## config.mk

```make
export PLATFORM = sky130hd
export DESIGN_NAME = data_buffer_ctrl
export DESIGN_NICKNAME = d
export VERILOG_FILES = /design/src/rtl/data_buffer_ctrl_pkg.sv /design/src/rtl/data_buffer_ctrl_buffer_ram.sv /design/src/rtl/data_buffer_ctrl.sv
export SDC_FILE = /design/constraint.sdc
export NUM_CORES = 2
export LEC_CHECK = 0
export BUFFER_PORTS_ARGS = -buffer_cell sky130_fd_sc_hd__buf_2
export CAP_MARGIN = 20
export CORE_MARGIN = 1.5
export CORE_UTILIZATION = 45
export DETAILED_ROUTE_END_ITERATION = 12
export HOLD_SLACK_MARGIN = 0.05
export PLACE_DENSITY = 0.59
export SYNTH_ARGS = -nofsm -noshare
export SYNTH_HDL_FRONTEND = slang
export SYNTH_SLANG_ARGS = --single-unit
```

## constraint.sdc

```tcl
create_clock -name clk -period 5.9 [get_ports clk]
set_input_delay 0.59 -clock clk [delete_from_list [all_inputs] [get_ports clk]]
set_output_delay 0.59 -clock clk [all_outputs]
set_load 0.01 [all_outputs]
```

## src/rtl/data_buffer_ctrl_pkg.sv

```systemverilog
// Shared types and constants for the endpoint data buffer controller.
package data_buffer_ctrl_pkg;

    localparam int BUF_DEPTH = 64;

    // AHB access size encoding used on store_tx_data / get_rx_data
    typedef enum logic [1:0] {
        SZ_NONE = 2'b00,
        SZ_1    = 2'b01,
        SZ_2    = 2'b10,
        SZ_4    = 2'b11
    } size_t;

    // Which side currently owns the buffer contents
    typedef enum logic [1:0] {
        IDLE_BUF = 2'b00,
        TX_FILL  = 2'b01,
        RX_FILL  = 2'b10
    } buf_mode_t;

    // Number of bytes moved by an AHB access of the given size
    function automatic logic [2:0] size_bytes(input logic [1:0] sz);
        case (size_t'(sz))
            SZ_1:    size_bytes = 3'd1;
            SZ_2:    size_bytes = 3'd2;
            SZ_4:    size_bytes = 3'd4;
            default: size_bytes = 3'd0;
        endcase
    endfunction

endpackage

```

## src/rtl/data_buffer_ctrl_buffer_ram.sv

```systemverilog
// Byte-wide circular storage with a 1..4 byte write port and a 1..4 byte read
// port. The single read port lands either in the AHB word register or the USB
// byte register so each side keeps its last result until it reads again.
module buffer_ram
    import data_buffer_ctrl_pkg::*;
#(
    parameter  int DEPTH = BUF_DEPTH,
    localparam int PTR_W = $clog2(DEPTH)
) (
    input  logic             clk,
    input  logic             rst,
    input  logic             wr_en,
    input  logic [PTR_W-1:0] wr_addr,
    input  logic [2:0]       wr_len,
    input  logic [31:0]      wr_data,
    input  logic             rd_en,
    input  logic             rd_to_usb,
    input  logic [PTR_W-1:0] rd_addr,
    input  logic [2:0]       rd_len,
    output logic [31:0]      word_q,
    output logic [7:0]       byte_q
);

    logic [7:0] mem [DEPTH];

    // Write up to four consecutive bytes; address arithmetic wraps naturally at DEPTH
    always_ff @(posedge clk) begin
        if (wr_en) begin
            for (int i = 0; i < 4; i++) begin
                if (3'(i) < wr_len) begin
                    mem[wr_addr + PTR_W'(i)] <= wr_data[8*i +: 8];
                end
            end
        end
    end

    // Read into the destination register; lanes beyond rd_len are forced to zero
    always_ff @(posedge clk) begin
        if (rst) begin
            word_q <= '0;
            byte_q <= '0;
        end else if (rd_en) begin
            if (rd_to_usb) begin
                byte_q <= (rd_len != 3'd0) ? mem[rd_addr] : 8'h00;
            end else begin
                for (int i = 0; i < 4; i++) begin
                    word_q[8*i +: 8] <= (3'(i) < rd_len) ? mem[rd_addr + PTR_W'(i)] : 8'h00;
                end
            end
        end
    end

endmodule

```

## src/rtl/data_buffer_ctrl.sv

```systemverilog
// Endpoint data buffer controller: arbitrates the AHB word side against the
// USB byte engines, tracks occupancy and enforces one fill direction at a time.
module data_buffer_ctrl
    import data_buffer_ctrl_pkg::*;
#(
    parameter int DEPTH = BUF_DEPTH
) (
    input  logic        clk,
    input  logic        rst,
    input  logic [1:0]  store_tx_data,
    input  logic [31:0] tx_data,
    input  logic [1:0]  get_rx_data,
    output logic [31:0] rx_data,
    input  logic        clear_data_buffer,
    output logic        ahb_stall,
    input  logic        rx_byte_valid,
    input  logic [7:0]  rx_byte,
    input  logic        tx_byte_req,
    output logic [7:0]  tx_byte,
    output logic [7:0]  buffer_occupancy,
    output logic        overflow,
    output logic        underflow,
    output logic        dir_error
);

    localparam int PTR_W = $clog2(DEPTH);
    localparam logic [PTR_W:0] DEPTH_C = (PTR_W+1)'(DEPTH);

    logic [PTR_W-1:0] wr_ptr, rd_ptr;
    logic [PTR_W:0]   count, count_next, space;
    buf_mode_t        mode, mode_next;

    logic             wr_en, rd_en, rd_to_usb;
    logic [2:0]       wr_len, rd_len;
    logic [31:0]      wr_data;
    logic [2:0]       ahb_wr_n, ahb_rd_n;
    logic             ahb_wr_acc, rx_acc;
    logic             ovf_nxt, udf_nxt, dir_nxt, stall;

    assign ahb_wr_n = size_bytes(store_tx_data);
    assign ahb_rd_n = size_bytes(get_rx_data);
    // Space check deliberately ignores any read completing in the same cycle
    assign space    = DEPTH_C - count;

    // Port arbitration, acceptance decisions and error pulse causes
    always_comb begin
        wr_en      = 1'b0;
        wr_len     = 3'd0;
        wr_data    = '0;
        rd_en      = 1'b0;
        rd_to_usb  = 1'b0;
        rd_len     = 3'd0;
        ahb_wr_acc = 1'b0;
        rx_acc     = 1'b0;
        ovf_nxt    = 1'b0;
        udf_nxt    = 1'b0;
        dir_nxt    = 1'b0;
        stall      = 1'b0;
        count_next = count;
        if (clear_data_buffer) begin
            count_next = '0;
        end else begin
            // Write port: USB RX wins over AHB store
            if (rx_byte_valid) begin
                if (store_tx_data != SZ_NONE) begin
                    stall = 1'b1;
                end
                if (mode == TX_FILL) begin
                    dir_nxt = 1'b1;
                end else if (count == DEPTH_C) begin
                    ovf_nxt = 1'b1;
                end else begin
                    wr_en   = 1'b1;
                    wr_len  = 3'd1;
                    wr_data = {24'h0, rx_byte};
                    rx_acc  = 1'b1;
                end
            end else if (store_tx_data != SZ_NONE) begin
                if (mode == RX_FILL) begin
                    dir_nxt = 1'b1;
                end else if ((PTR_W+1)'(ahb_wr_n) > space) begin
                    ovf_nxt = 1'b1;
                end else begin
                    wr_en      = 1'b1;
                    wr_len     = ahb_wr_n;
                    wr_data    = tx_data;
                    ahb_wr_acc = 1'b1;
                end
            end
            // Read port: USB TX wins over AHB get; short reads return what is there
            if (tx_byte_req) begin
                if (get_rx_data != SZ_NONE) begin
                    stall = 1'b1;
                end
                rd_en     = 1'b1;
                rd_to_usb = 1'b1;
                if (count == '0) begin
                    udf_nxt = 1'b1;
                end else begin
                    rd_len = 3'd1;
                end
            end else if (get_rx_data != SZ_NONE) begin
                rd_en = 1'b1;
                if (count < (PTR_W+1)'(ahb_rd_n)) begin
                    udf_nxt = 1'b1;
                    rd_len  = count[2:0];
                end else begin
                    rd_len = ahb_rd_n;
                end
            end
            count_next = count + (PTR_W+1)'(wr_len) - (PTR_W+1)'(rd_len);
        end
    end

    // Direction ownership: first accepted writer claims the buffer until it drains
    always_comb begin
        mode_next = mode;
        if (clear_data_buffer) begin
            mode_next = IDLE_BUF;
        end else begin
            if (mode == IDLE_BUF) begin
                if (ahb_wr_acc) begin
                    mode_next = TX_FILL;
                end else if (rx_acc) begin
                    mode_next = RX_FILL;
                end
            end
            if (count_next == '0) begin
                mode_next = IDLE_BUF;
            end
        end
    end

    // Mode state register
    always_ff @(posedge clk) begin
        if (rst) begin
            mode <= IDLE_BUF;
        end else begin
            mode <= mode_next;
        end
    end

    // Pointers, occupancy and registered error pulses
    always_ff @(posedge clk) begin
        if (rst || clear_data_buffer) begin
            wr_ptr    <= '0;
            rd_ptr    <= '0;
            count     <= '0;
            overflow  <= 1'b0;
            underflow <= 1'b0;
            dir_error <= 1'b0;
        end else begin
            wr_ptr    <= wr_ptr + PTR_W'(wr_len);
            rd_ptr    <= rd_ptr + PTR_W'(rd_len);
            count     <= count_next;
            overflow  <= ovf_nxt;
            underflow <= udf_nxt;
            dir_error <= dir_nxt;
        end
    end

    buffer_ram #(
        .DEPTH (DEPTH)
    ) u_ram (
        .clk       (clk),
        .rst       (rst),
        .wr_en     (wr_en),
        .wr_addr   (wr_ptr),
        .wr_len    (wr_len),
        .wr_data   (wr_data),
        .rd_en     (rd_en),
        .rd_to_usb (rd_to_usb),
        .rd_addr   (rd_ptr),
        .rd_len    (rd_len),
        .word_q    (rx_data),
        .byte_q    (tx_byte)
    );

    assign ahb_stall        = stall;
    assign buffer_occupancy = 8'(count);

endmodule

```

==> impl_metrics.tcl <==
set metrics [dict create \
    synthArstFlopShare_pct 0 \
    layout_min_cycle_time_ns 4.95 \
    core_mm2 0.116 \
    max_freq_mhz 202 \
    syn-cell-area_mm2 0.0528 \
    tritoncts "yes" \
    path_max_fanout 18 \
    syn_inst 4624 \
    num-nets-final 4548 \
    final_common_cell "mux4_2" \
    ir_drop_mv 0.216 \
    dp_hpwl_mm 210 \
    status "complete, but fails checks" \
    synthFlopType "edfxtp_1" \
    cp.required_ns 6.49 \
    cpMostUsedCell "ha_1" \
    hold_class "in -> reg" \
    grt_antenna_before_repair 19 \
    syn_to_final_growth_pct 9.86 \
    power_leakage_nw 18.6 \
    grt_pass1_wl_mm 395 \
    crit_slowest_cell "dfxtp_1" \
    synth_edf_count 512 \
    critPathCaptureType "flop" \
    n_fill_cell 10361 \
    cts_made_buffers 74 \
    slew_violations 0 \
    dr.pass1.iters 12 \
    cts_hold_buf 0 \
    synth_cell_types 92 \
    worstMarginPinSlew_ns 1.31 \
    syn_area_per_cell_um2 11.4 \
    synth_nets 4708 \
    fin_setup_tns_ns 0 \
    synth_top_area_share_pct 29.1 \
    mostFrequentLayoutCells "616 x mux4_2, 512 x edfxtp_1, 416 x mux2i_1" \
    arrival_ns 5.55 \
    finClkSkew_ns 0.0383 \
    yosys.area.top_type "edfxtp_1" \
    path_clk_slew_ns 0.07 \
    clkLatencyLatePin_ns 0.71 \
    grt_pass1_vias 46167 \
    p_total_mw 16.5 \
    synth-seq-cells 576 \
    relSlewSlack_pct 13.0 \
    hold_viol 0 \
    critPathLaunchType "flop" \
    cts-root-buf "clkbuf_16" \
    path_cells "inv_1 -> ha_1 -> xor2_1 -> ha_1 -> a32oi_1 -> o221a_2 -> nand3_4 -> nand2_1 -> o22a_1 -> ha_1 -> inv_1 -> ha_1 -> inv_1 -> fa_1 -> nor2b_1 -> o21ai_0 -> a21oi_1 -> nor4_1 -> nor3b_1 -> a41o_1 -> nor2_1" \
    drtIter0Drc 9927 \
    timing.max_cap.violations 0 \
    drive_above_1_share_pct 29.8 \
    via_per_inst 8.43 \
    cpPeakStageDelay_ns 0.49 \
    clkSinkCount 576 \
    cts_resized 0 \
    yosysSeqAreaShare_pct 31.6 \
    drc_errors 1 \
    grt_overflow_total 0 \
    grt_use_total_pct 47.8 \
    rsz0062_at_grt "false" \
    post-cts-setup-buffers 0 \
    cts_max_level 3 \
    clk_path_buf_depth 3 \
    start_util_pct 45.4 \
    io_buffers 99 \
    ios 101 \
    num_rows 125 \
    finalCritPeriodShare_pct 83.9 \
    power_per_cell_area_mw_per_mm2 285 \
    die_h_um 345 \
    ant_nets 0 \
    synth_area_leaders "edfxtp_1 29%, mux4_2 26%, mux2i_1 7.9%" \
    dr_total_vias 51136 \
    gp_congestion 1.10 \
    critPathKind "reg -> reg" \
    failed_checks "design-rule violations" \
    dieArea_mm2 0.119 \
    setup_viol 0 \
    die_w_um 345 \
    routed_wl_mm 293 \
    grt_max_degree 124 \
    ys_warn_count 0 \
    wl_per_cell_um 48.3 \
]
report_power, final:
group	total, mW	switching [mW]	leakage (nW)	internal [mW]
Combinational	6.89	4.45	12.1	2.44
Sequential	4.73	0.101	5.22	4.63
Clock	4.91	2.10	1.19	2.80
critical path, delay by kind of cell, from the launching register on:
family	cells	cell delay, ns
AOI/OAI and AO/OA	6	1.44
adders and majority gates	5	1.42
and+or+nand+nor	6	1.09
DFF	1	0.49
buffers and inverters	3	0.24
xor gates and xnor gates	1	0.16
per-stage QoR:
step	worst slack (ns)	hold WS, ns	instance area, um2	cells	utilization, %
2_1_floorplan	1.23	0.458	52800	4624	-
3_3_place_gp	1.09	0.428	55400	5905	47.7
3_5_place_dp	1.02	0.437	55400	5906	47.7
4_1_cts	0.996	0.338	57900	6042	49.8
5_1_grt	0.610	0.371	57900	6048	49.9
6_report	0.948	0.333	58000	6066	49.9
routing by layer:
layer / global-route usage, % / wire (um) / up-vias
met5: 0 / 241 / -
met4: 33.2 / 26400 / 20
met1: 59.3 / 98500 / 25351
li1: - / - / 18893
met3: 25.0 / 54600 / 1299
met2: 63.4 / 113000 / 5573
sequential cells by signal, indices dropped and copies added (netlist names):
| name | flops |
|---|---|
| u_ram.word_q | 32 |
| rd_ptr | 6 |
| wr_ptr | 6 |
| dir_error | 1 |
| underflow | 1 |
| u_ram.mem | 512 |
| mode | 2 |
| count | 7 |
| u_ram.byte_q | 8 |
| overflow | 1 |
worst paths after layout:
check,slack (ns),start,cells after the start,to
worst max-delay path,0.95,count[1],21,mode[1]
worst min-delay path,0.33,rst,3,count[0]
worst max register to register,0.95,count[1],21,mode[1]
worst min register to register,0.45,u_ram.word_q[25],1,u_ram.word_q[25]
kinds of logic (layout without fill, tap and decap cells):
group	Yosys count	after routing	synth area share (%)
adder cells (fa/ha/maj)	35	35	0.901
XOR/XNOR	37	37	0.628
other	1	19	0.00711
multiplexers	1044	1044	34.4
flip-flops	576	576	31.6
AND/OR/NAND/NOR	948	948	10.0
buffers and inverters	653	553	5.76
AO/OA/AOI/OAI	1330	1330	16.7
layout make-up:
class                      count  area (um2)  share of cell area (%)
sequential                   576       16700                    28.7
multi-input combinational   3395       33600                    58.0
clock buffer                  88        1940                    3.34
clock inverter                48         566                   0.975
timing repair buffer         388        3130                    5.40
tap                         1524        1910                    3.29
inverter                      29         114                   0.196
antenna                       18        45.0                  0.0777
synth_stat cells (28+ instances only):
cell type / n
or3_1: 41
dfxtp_1: 64
edfxtp_1: 512
and3_1: 41
ha_1: 30
a31oi_1: 31
nand3_2: 28
mux4_2: 616
nand2_1: 170
o21ai_0: 133
o22ai_1: 354
clkbuf_1: 323
and2_1: 49
buf_2: 195
buf_1: 39
nor2_1: 154
a211oi_1: 101
a22o_1: 92
mux2i_1: 416
inv_1: 28
a221oi_1: 99
nor3_1: 109
nand3_1: 122
a21oi_1: 356
buf_6: 35
a22oi_1: 29
nor4_1: 71
Power figures use the tool's default switching activity.
